### config.mk
export PLATFORM = sky130hd
export DESIGN_NAME = clk_time_set_ctrl
export DESIGN_NICKNAME = d
export VERILOG_FILES = /design/src/rtl/clk_time_set_ctrl_pkg.sv /design/src/rtl/clk_time_set_ctrl_btn_sync_edge.sv /design/src/rtl/clk_time_set_ctrl.sv
export SDC_FILE = /design/constraint.sdc
export NUM_CORES = 1
export LEC_CHECK = 0
export CAP_MARGIN = 20
export CORE_MARGIN = 3
export CORE_UTILIZATION = 45
export CTS_CLUSTER_SIZE = 12
export DETAILED_ROUTE_END_ITERATION = 12
export GPL_TIMING_DRIVEN = 1
export PLACE_DENSITY = 0.76
export SETUP_SLACK_MARGIN = 0.02
export SYNTH_ARGS = -nofsm -noshare
export SYNTH_HDL_FRONTEND = slang
export SYNTH_SLANG_ARGS = --single-unit
export TNS_END_PERCENT = 10
### constraint.sdc
create_clock -name clk -period 3.04 [get_ports clk]
set_input_delay 0.608 -clock clk [delete_from_list [all_inputs] [get_ports clk]]
set_output_delay 0.608 -clock clk [all_outputs]
set_load 0.005 [all_outputs]
### src/rtl/clk_time_set_ctrl_pkg.sv
// clk_time_set_ctrl_pkg
// Shared definitions for the clock time-setting path: write/field address
// codes, per-field maximum values, the sequencer state encoding and small
// helpers for wrap-around arithmetic on a field.
package clk_time_set_ctrl_pkg;

  // Address codes shared by the core write port and the edit_field output.
  localparam logic [1:0] ADDR_SEC   = 2'b00;
  localparam logic [1:0] ADDR_MIN   = 2'b01;
  localparam logic [1:0] ADDR_HR    = 2'b10;
  localparam logic [1:0] FIELD_NONE = 2'b11;

  // Largest legal value for each field.
  localparam logic [5:0] MAX_SEC = 6'd59;
  localparam logic [5:0] MAX_MIN = 6'd59;
  localparam logic [5:0] MAX_HR  = 6'd23;

  typedef enum logic [2:0] {
    ST_IDLE    = 3'd0,
    ST_SET_HR  = 3'd1,
    ST_SET_MIN = 3'd2,
    ST_SET_SEC = 3'd3,
    ST_WR_HR   = 3'd4,
    ST_WR_MIN  = 3'd5,
    ST_WR_SEC  = 3'd6
  } state_t;

  // Step up, wrapping from max back to 0.
  function automatic logic [5:0] wrap_inc(input logic [5:0] v, input logic [5:0] max_v);
    return (v >= max_v) ? 6'd0 : v + 6'd1;
  endfunction

  // Step down, wrapping from 0 back to max.
  function automatic logic [5:0] wrap_dec(input logic [5:0] v, input logic [5:0] max_v);
    return ((v == 6'd0) || (v > max_v)) ? max_v : v - 6'd1;
  endfunction

  // Values read from the core that are out of range start the edit at 0.
  function automatic logic [5:0] clamp_field(input logic [5:0] v, input logic [5:0] max_v);
    return (v > max_v) ? 6'd0 : v;
  endfunction

endpackage

### src/rtl/clk_time_set_ctrl_btn_sync_edge.sv
// btn_sync_edge
// Two-flop synchronizer for one debounced button level followed by a
// registered rising-edge detector. A level first sampled high at edge k
// produces a one-cycle pulse that is visible to logic clocked at edge k+3.
// Ports:
//   clk    in  system clock
//   reset  in  asynchronous active-high reset
//   btn    in  raw (debounced) button level
//   pulse  out one-cycle registered pulse on each rising edge of btn
module btn_sync_edge (
  input  logic clk,
  input  logic reset,
  input  logic btn,
  output logic pulse
);

  logic [1:0] sync_q;
  logic       prev_q;

  // sync_q[1] is the metastability-safe copy; prev_q remembers its last
  // value so a rising edge can be flagged, and the flag itself is
  // registered so downstream logic sees a clean single-cycle pulse.
  always_ff @(posedge clk or posedge reset) begin
    if (reset) begin
      sync_q <= 2'b00;
      prev_q <= 1'b0;
      pulse  <= 1'b0;
    end else begin
      sync_q <= {sync_q[0], btn};
      prev_q <= sync_q[1];
      pulse  <= sync_q[1] & ~prev_q;
    end
  end

endmodule

### src/rtl/clk_time_set_ctrl.sv
// clk_time_set_ctrl
// Button-driven time-setting sequencer for the real-time clock core. The
// mode button enters editing (freezing the core via hold) and steps through
// hours, minutes and seconds; inc/dec adjust the shadow copy of the field
// being edited. Leaving seconds commits all three fields to the core as
// three back-to-back single-cycle writes. Inactivity in an edit state for
// TIMEOUT_CYCLES cycles abandons the edit without writing.
// Ports:
//   clk, reset                  clock and asynchronous active-high reset
//   btn_mode, btn_inc, btn_dec  debounced button levels
//   cur_sec, cur_min, cur_hr    core's current time, binary
//   load, addrs, data_in        core write port (registered)
//   hold                        freezes core counting while high
//   edit_field                  field being edited, 11 when not editing
module clk_time_set_ctrl
  import clk_time_set_ctrl_pkg::*;
#(
  parameter int TIMEOUT_CYCLES = 1_000_000_000
) (
  input  logic       clk,
  input  logic       reset,
  input  logic       btn_mode,
  input  logic       btn_inc,
  input  logic       btn_dec,
  input  logic [5:0] cur_sec,
  input  logic [5:0] cur_min,
  input  logic [5:0] cur_hr,
  output logic       load,
  output logic [1:0] addrs,
  output logic [5:0] data_in,
  output logic       hold,
  output logic [1:0] edit_field
);

  localparam int CNT_W = $clog2(TIMEOUT_CYCLES + 1);
  localparam logic [CNT_W-1:0] TIMEOUT_VAL = CNT_W'(TIMEOUT_CYCLES);

  logic mode_pulse;
  logic inc_pulse;
  logic dec_pulse;

  btn_sync_edge u_sync_mode (.clk(clk), .reset(reset), .btn(btn_mode), .pulse(mode_pulse));
  btn_sync_edge u_sync_inc  (.clk(clk), .reset(reset), .btn(btn_inc),  .pulse(inc_pulse));
  btn_sync_edge u_sync_dec  (.clk(clk), .reset(reset), .btn(btn_dec),  .pulse(dec_pulse));

  state_t           state_q, state_d;
  logic [5:0]       hr_q, hr_d;
  logic [5:0]       min_q, min_d;
  logic [5:0]       sec_q, sec_d;
  logic [CNT_W-1:0] cnt_q, cnt_d;
  logic             load_d;
  logic [1:0]       addrs_d;
  logic [5:0]       data_d;
  logic             hold_d;
  logic [1:0]       field_d;

  // A step only counts when it is the lone edge: inc together with dec
  // cancels out, and mode together with either takes precedence.
  logic step_inc;
  logic step_dec;
  logic any_edge;
  logic in_edit;
  logic timed_out;

  assign step_inc  = inc_pulse & ~dec_pulse & ~mode_pulse;
  assign step_dec  = dec_pulse & ~inc_pulse & ~mode_pulse;
  assign any_edge  = mode_pulse | inc_pulse | dec_pulse;
  assign in_edit   = (state_q == ST_SET_HR) || (state_q == ST_SET_MIN) || (state_q == ST_SET_SEC);
  assign timed_out = (cnt_q + CNT_W'(1)) == TIMEOUT_VAL;

  // State, shadow and idle-counter registers, plus the registered outputs,
  // all loaded from the next-state values computed below.
  always_ff @(posedge clk or posedge reset) begin
    if (reset) begin
      state_q    <= ST_IDLE;
      hr_q       <= 6'd0;
      min_q      <= 6'd0;
      sec_q      <= 6'd0;
      cnt_q      <= '0;
      load       <= 1'b0;
      addrs      <= ADDR_SEC;
      data_in    <= 6'd0;
      hold       <= 1'b0;
      edit_field <= FIELD_NONE;
    end else begin
      state_q    <= state_d;
      hr_q       <= hr_d;
      min_q      <= min_d;
      sec_q      <= sec_d;
      cnt_q      <= cnt_d;
      load       <= load_d;
      addrs      <= addrs_d;
      data_in    <= data_d;
      hold       <= hold_d;
      edit_field <= field_d;
    end
  end

  // Next state and shadow values, then the idle timeout override, then the
  // output values decoded from the state being entered so every output is
  // registered and changes on the same edge as the state.
  always_comb begin
    state_d = state_q;
    hr_d    = hr_q;
    min_d   = min_q;
    sec_d   = sec_q;
    cnt_d   = '0;
    load_d  = 1'b0;
    addrs_d = ADDR_SEC;
    data_d  = 6'd0;
    hold_d  = 1'b0;
    field_d = FIELD_NONE;

    case (state_q)
      ST_IDLE: begin
        if (mode_pulse) begin
          hr_d    = clamp_field(cur_hr, MAX_HR);
          min_d   = clamp_field(cur_min, MAX_MIN);
          sec_d   = clamp_field(cur_sec, MAX_SEC);
          state_d = ST_SET_HR;
        end
      end
      ST_SET_HR: begin
        if (mode_pulse)    state_d = ST_SET_MIN;
        else if (step_inc) hr_d = wrap_inc(hr_q, MAX_HR);
        else if (step_dec) hr_d = wrap_dec(hr_q, MAX_HR);
      end
      ST_SET_MIN: begin
        if (mode_pulse)    state_d = ST_SET_SEC;
        else if (step_inc) min_d = wrap_inc(min_q, MAX_MIN);
        else if (step_dec) min_d = wrap_dec(min_q, MAX_MIN);
      end
      ST_SET_SEC: begin
        if (mode_pulse)    state_d = ST_WR_HR;
        else if (step_inc) sec_d = wrap_inc(sec_q, MAX_SEC);
        else if (step_dec) sec_d = wrap_dec(sec_q, MAX_SEC);
      end
      ST_WR_HR:  state_d = ST_WR_MIN;
      ST_WR_MIN: state_d = ST_WR_SEC;
      ST_WR_SEC: state_d = ST_IDLE;
      default:   state_d = ST_IDLE;
    endcase

    // The idle counter runs only while editing; any edge restarts it, and
    // reaching the limit abandons the edit without writing anything.
    if (in_edit) begin
      if (any_edge)       cnt_d = '0;
      else if (timed_out) state_d = ST_IDLE;
      else                cnt_d = cnt_q + CNT_W'(1);
    end

    hold_d = (state_d != ST_IDLE);
    case (state_d)
      ST_SET_HR:  field_d = ADDR_HR;
      ST_SET_MIN: field_d = ADDR_MIN;
      ST_SET_SEC: field_d = ADDR_SEC;
      ST_WR_HR: begin
        load_d  = 1'b1;
        addrs_d = ADDR_HR;
        data_d  = hr_d;
      end
      ST_WR_MIN: begin
        load_d  = 1'b1;
        addrs_d = ADDR_MIN;
        data_d  = min_d;
      end
      ST_WR_SEC: begin
        load_d  = 1'b1;
        addrs_d = ADDR_SEC;
        data_d  = sec_d;
      end
      default: ;
    endcase
  end

endmodule

# After elaboration in Yosys (flattened, before gate mapping)
# Cells that the tools add are included.
[word_totals]
regBits = 75
inputBits = 23
out_inout_bits = 12
wordCells = 112
[classes]
addsub = 7
n_lt_le_gt_ge = 9
eq_ne = 12
n_mux = 39
bitwise_logic = 15
n_reduce_logical = 11
[ops]
columns = ["cell", "count"]
rows = [
  ["$mux W6", 21],
  ["$mux W30", 3],
  ["$pmux W6 S2", 3],
  ["$add A30 B1 Y30 const B", 1],
  ["$eq A30 B30 Y1 const B", 1],
  ["$gt A6 B6 Y1 const B", 4],
  ["$mux W3", 7],
  ["$add A6 B1 Y6 const B", 3],
  ["$logic_not A6 Y1", 3],
  ["$pmux W3 S6", 1],
  ["$pmux W6 S3", 1],
  ["$sub A6 B1 Y6 const B", 3],
  ["$eq A3 B3 Y1 const B", 5],
  ["$eq A3 B2 Y1 const B", 4],
  ["$ge A6 B6 Y1 const B", 2],
  ["$gt A6 B5 Y1 const B", 2],
  ["$and A1 B1 Y1", 7],
  ["$eq A3 B1 Y1 const B", 2],
  ["$ge A6 B5 Y1 const B", 1],
  ["$not A1 Y1", 6],
  ["$pmux W2 S3", 1],
  ["$logic_or A1 B1 Y1", 5],
  ["$pmux W2 S2", 1],
  ["$logic_not A3 Y1", 1],
  ["other kinds (4)", 5],
]

# Longest topological paths before layout
[depth]
depth_word = 8
ltp_mapped = 9
mapped_depth_nobuf = 8

# Modules after synthesis
# Synthesis repeated with hierarchy kept, for this count alone.
[hier_totals]
hier_cells = 579
area_unflattened_um2 = 4842.1
[modules_own_cells]
columns = ["mod", "instances", "cells_per_inst", "area_each_um2", "seq_area_each_um2"]
rows = [
  ["clk_time_set_ctrl", 1, 561, 4489.3, 1579.0],
  ["btn_sync_edge", 3, 6, 117.6, 100.1],
]

# Worst setup path before layout
# Ideal clock, no wire load.
[synth_path]
path_kind = "reg2reg"
from = "register cnt_q[0]"
to = "register cnt_q[24]"
setup_time_ps = 141
arrival_time_ps = 2498
required_time_ps = 2899
slack_ps = 401
path_stages_with_launch = 9
n_path_buf = 1
period_less_slack_ps = 2639
path_cell_list = "dfrtp_1 > ha_1 > nand4_1 > or4_4 > a211oi_2 > o221ai_1 > a2111oi_4 > buf_6 > nor3_2"
[synth_between]
elab_chain_cells = 5
[synth_rtl]
columns = ["item", "line_no", "rtl"]
rows = [
  ["start, declared", "clk_time_set_ctrl.sv:50", "logic [CNT_W-1:0] cnt_q, cnt_d;"],
  ["start signal, assigned", "clk_time_set_ctrl.sv:90", "cnt_q <= cnt_d;"],
  ["$add A30 B1 Y30 (*)", "clk_time_set_ctrl.sv:69, clk_time_set_ctrl.sv:149", ""],
  ["$eq A30 B30 Y1", "clk_time_set_ctrl.sv:69", "assign timed_out = (cnt_q + CNT_W'(1)) == TIMEOUT_VAL;"],
  ["$mux W30 (*)", "clk_time_set_ctrl.sv:148", "else if (timed_out) state_d = ST_IDLE;"],
  ["$mux W30 (*)", "clk_time_set_ctrl.sv:147", "if (any_edge) cnt_d = '0;"],
  ["$mux W30 (*)", "clk_time_set_ctrl.sv:146", "if (in_edit) begin"],
  ["net cnt_d[24]", "clk_time_set_ctrl.sv:50", ""],
]
# Mark *: on every way through the listed nets, which the timed path passes. The rest lies on a longest branch.

# Worst setup path in the final report
[layout_path]
from = "register cnt_q[0]"
to = "register state_q[1]"
[layout_between]
elab_chain_cells = 5
[layout_rtl]
columns = ["item", "line_no", "rtl"]
rows = [
  ["$add A30 B1 Y30", "clk_time_set_ctrl.sv:69", ""],
  ["$eq A30 B30 Y1", "clk_time_set_ctrl.sv:69", ""],
  ["$mux W3", "clk_time_set_ctrl.sv:148", ""],
  ["$mux W3", "clk_time_set_ctrl.sv:147", ""],
  ["$mux W3", "clk_time_set_ctrl.sv:146", ""],
  ["net state_d[1]", "clk_time_set_ctrl.sv:46", "state_t state_q, state_d;"],
  ["end signal, assigned", "clk_time_set_ctrl.sv:86", "state_q <= state_d;"],
  ["end, declared", "clk_time_set_ctrl.sv:46", ""],
]
# The timed path passes the listed nets, and every way through them passes these cells.

==> summary.txt <==
Run status
  • Status: completed

Floorplan
  • Row cnt: 38
  • Starting Density: 46.6%
  • Core region area: 10900 sq um
  • Chip Height: 112 microns
  • # IOs: 35
  • Die X: 112 microns
  • Die area: 12600 sq um

Power and ir drop
  • Leak pwr: 2.32 nW
  • Gate power share: 37.6%
  • Power per cell area: 746 nW/um^2
  • Max VDD drop: 0.355 mV
  • Clock Power Share: 27.0%
  • Seq pwr share: 35.4%
  • Switching pwr: 1.74 mW
  • Total power: 4.35 mW
  • Internal: 2.61 mW
  • Sw frac: 40.1%

Critical path
  • FF-to-FF Start: cnt_q[0]
  • Reg2reg setup slack: 200 ps
  • Worst EP required: 3250 ps
  • CP arrival: 3060 ps
  • Critical R2R Capture: state_q[1]
  • Critical path class: reg -> reg
  • CP max FO: 8
  • CP endpoint kind: flop
  • Crit start category: flop
  • Worst R2R Path Depth: 8

Synth
  • Synthesized cell area: 5100 sq um
  • Post-Syn Area per Cell: 8.90 sq um
  • Synth top area cells: dfrtp_1, nand2_1, xor2_1, xnor2_1, o21ai_0
  • Share of the synthesized area in the top cell type: 35.8%
  • Syn_nets: 604
  • Count of cell types in the netlist: 78
  • Post-synth EDFFs: 0
  • Most frequent cell after synthesis: dfrtp_1
  • Synth area leader: dfrtp_1
  • Post-Syn Instances: 573
  • Seq cells post-synth: 75
  • Top_reg_cell synth: dfrtp_1
  • Sequential share of the synthesized area: 36.8%
  • Most common library cells after synthesis: dfrtp_1, nand2_1, nor2_1
  • Yosys warning count: 0
  • Async SR Flop Fraction: 100%

Route
  • WL per Instance: 17.7 microns
  • DR DRC count: 0
  • Drt total wl: 13000 microns
  • Drt pass-1 iters: 7
  • Routed Antenna Nets: 0
  • Via count: 4570
  • Drt initial violations: 415
  • Vias per cell: 6.23

Global route
  • Met3 GRT Util: 4.26%
  • Largest net degree at the start of global routing: 53
  • Grt met2 use: 34.3%
  • Initial antenna violation count: 0
  • GRT Util Overall: 20.7%
  • Busiest grt layer: met2
  • Grt total ovfl: 0
  • Grt met1 use: 26.8%
  • First-pass GRT wire length: 21400 microns
  • Number of global-route vias before repair: 4357

Timing
  • Rel. slew slack: 49.8%
  • Setup_tns: 0 ps
  • Crit share post-route: 93.5%
  • Worst-margin pin slew: 734 ps
  • Period minus WS final: 2840 ps
  • Slew Viols, Final: 0
  • Unrepaired setup endpoints after global routing: false
  • Clock Skew: 6.57 ps
  • Setup-failing EPs final: 0
  • Max Clock Freq: 352 MHz
  • Final Hold Viols: 0

Worst hold path
  • Worst hold stages: 0
  • Worst hold start: u_sync_mode.sync_q[0]
  • Hold-critical path endpoint: u_sync_mode.sync_q[1]
  • Hold Path Class: reg -> reg

Clock tree
  • Clock Sink Count: 75
  • Clk buf depth: 2
  • TritonCTS clock tree: built
  • CTS root buf: clkbuf_16
  • H-tree Lvls: 3
  • # hold bufs at CTS: 0
  • Worst-Skew Late Latency: 340 ps
  • CTS Buf Count: 9
  • Clk slew on worst S/H paths: 60 ps

Finish
  • Layout net count: 620
  • Share of cells above drive strength 1: 14.3%
  • Fillers: 1009
  • Area of the multi-input gates: 2870 sq um
  • Diodes inserted: 0
  • Area Overhead vs Synth: 14.3%
  • Register area: 1880 sq um
  • Final core occ: 53.3%

Placement
  • Placer Congestion: 0.970
  • HPWL after DPL: 8950 microns
  • Port bufs: 34

Job
  • Max-cap violations: 0
-- stage by stage --
stage / area (sq um) / cells / setup slack, ps / hold slack, ps
after floorplan: 5100 / 573 / 401 / 331
after global placement: 5480 / 717 / 333 / 332
after detailed placement: 5480 / 717 / 209 / 341
after CTS: 5810 / 733 / 156 / 355
after global routing: 5830 / 734 / 22.4 / 357
final: 5830 / 734 / 198 / 351
-- sequential cells by signal, indices dropped and copies added (netlist names), 2 cells and up --
register and flops:
sec_q 6, addrs 2, data_in 6, hr_q 6, u_sync_mode.sync_q 2, edit_field 2, min_q 6, state_q 3
cnt_q 30, u_sync_dec.sync_q 2, u_sync_inc.sync_q 2
-- worst max-delay path: stages, from the launching register on --
cell and delay (ps):
dfrtp_1 440, ha_2 260, nand4_1 220, or4_4 620, a211oi_2 240, o221ai_1 210
a2111oi_4 360, buf_4 280, a21oi_2 80
-- routing by layer --
layer,share of wire [%],up-vias
met5,0,-
met4,2.0,0
met3,5.9,24
met2,49,174
met1,43,2225
li1,-,2147
-- worst max path at each step --
| stage | from | endpoint | slack, ps |
|---|---|---|---|
| floorplan | cnt_q[0] | cnt_q[24] | 400 |
| global placement | cnt_q[0] | cnt_q[23] | 330 |
| detailed placement | cnt_q[0] | cnt_q[22] | 210 |
| CTS | cnt_q[0] | cnt_q[22] | 160 |
| global route | cnt_q[0] | cnt_q[25] | 20 |
| finish | cnt_q[0] | state_q[1] | 200 |
-- layout make-up --
cell class	instances	share of cell area, %
repair buffers	54	8.76
clock buffers	9	3.86
flip-flops and latches	75	32.2
well taps	140	3.00
clock inverters	7	1.72
inverters	19	1.22
multi-input cells	430	49.2
-- cell usage in the layout, fill, tap and decap left out, types with 8 or more instances in the layout --
cell type	synthesis	routed
xor2_1	21	21
nor3_1	20	19
o21ai_0	31	30
nor2_1	34	34
dfrtp_1	73	73
nand4_1	20	20
xnor2_1	18	18
nor3_2	15	16
a21oi_1	26	26
buf_4	2	17
clkdlybuf4s50_1	0	34
a31oi_1	8	8
clkbuf_16	0	9
nand2_1	49	49
a22oi_1	12	12
and3_1	8	8
inv_1	19	18
a21o_1	9	9
nand3_1	28	28
-- power groups by stage --
stage | Clock (mW) | Sequential (mW) | Combinational, mW
2_1_floorplan | 0 | 1.32 | 1.34
3_3_place_gp | 0 | 1.54 | 1.57
3_5_place_dp | 0 | 1.54 | 1.61
4_1_cts | 1.20 | 1.53 | 1.63
5_1_grt | 1.24 | 1.58 | 1.81
6_report | 1.17 | 1.54 | 1.64
-- logic make-up (layout without fill, tap and decap cells) --
group / count (synthesis) / count (layout) / synth area share, %
muxes: 3 / 3 / 0.589
DFF: 75 / 75 / 36.8
adders and majority gates: 8 / 8 / 1.96
buffers and inverters: 68 / 89 / 7.16
and+or+nand+nor: 227 / 227 / 25.5
xor gates and xnor gates: 39 / 39 / 6.70
AOI/OAI and AO/OA: 153 / 153 / 21.2
-- timing repair --
item | 4_1_cts | 5_1_grt
buffers inserted | 0 | 0
resized for setup | 0 | 6
endpoints found under the setup margin | 0 | 33
No activity file was read; power rests on OpenSTA's default activity.
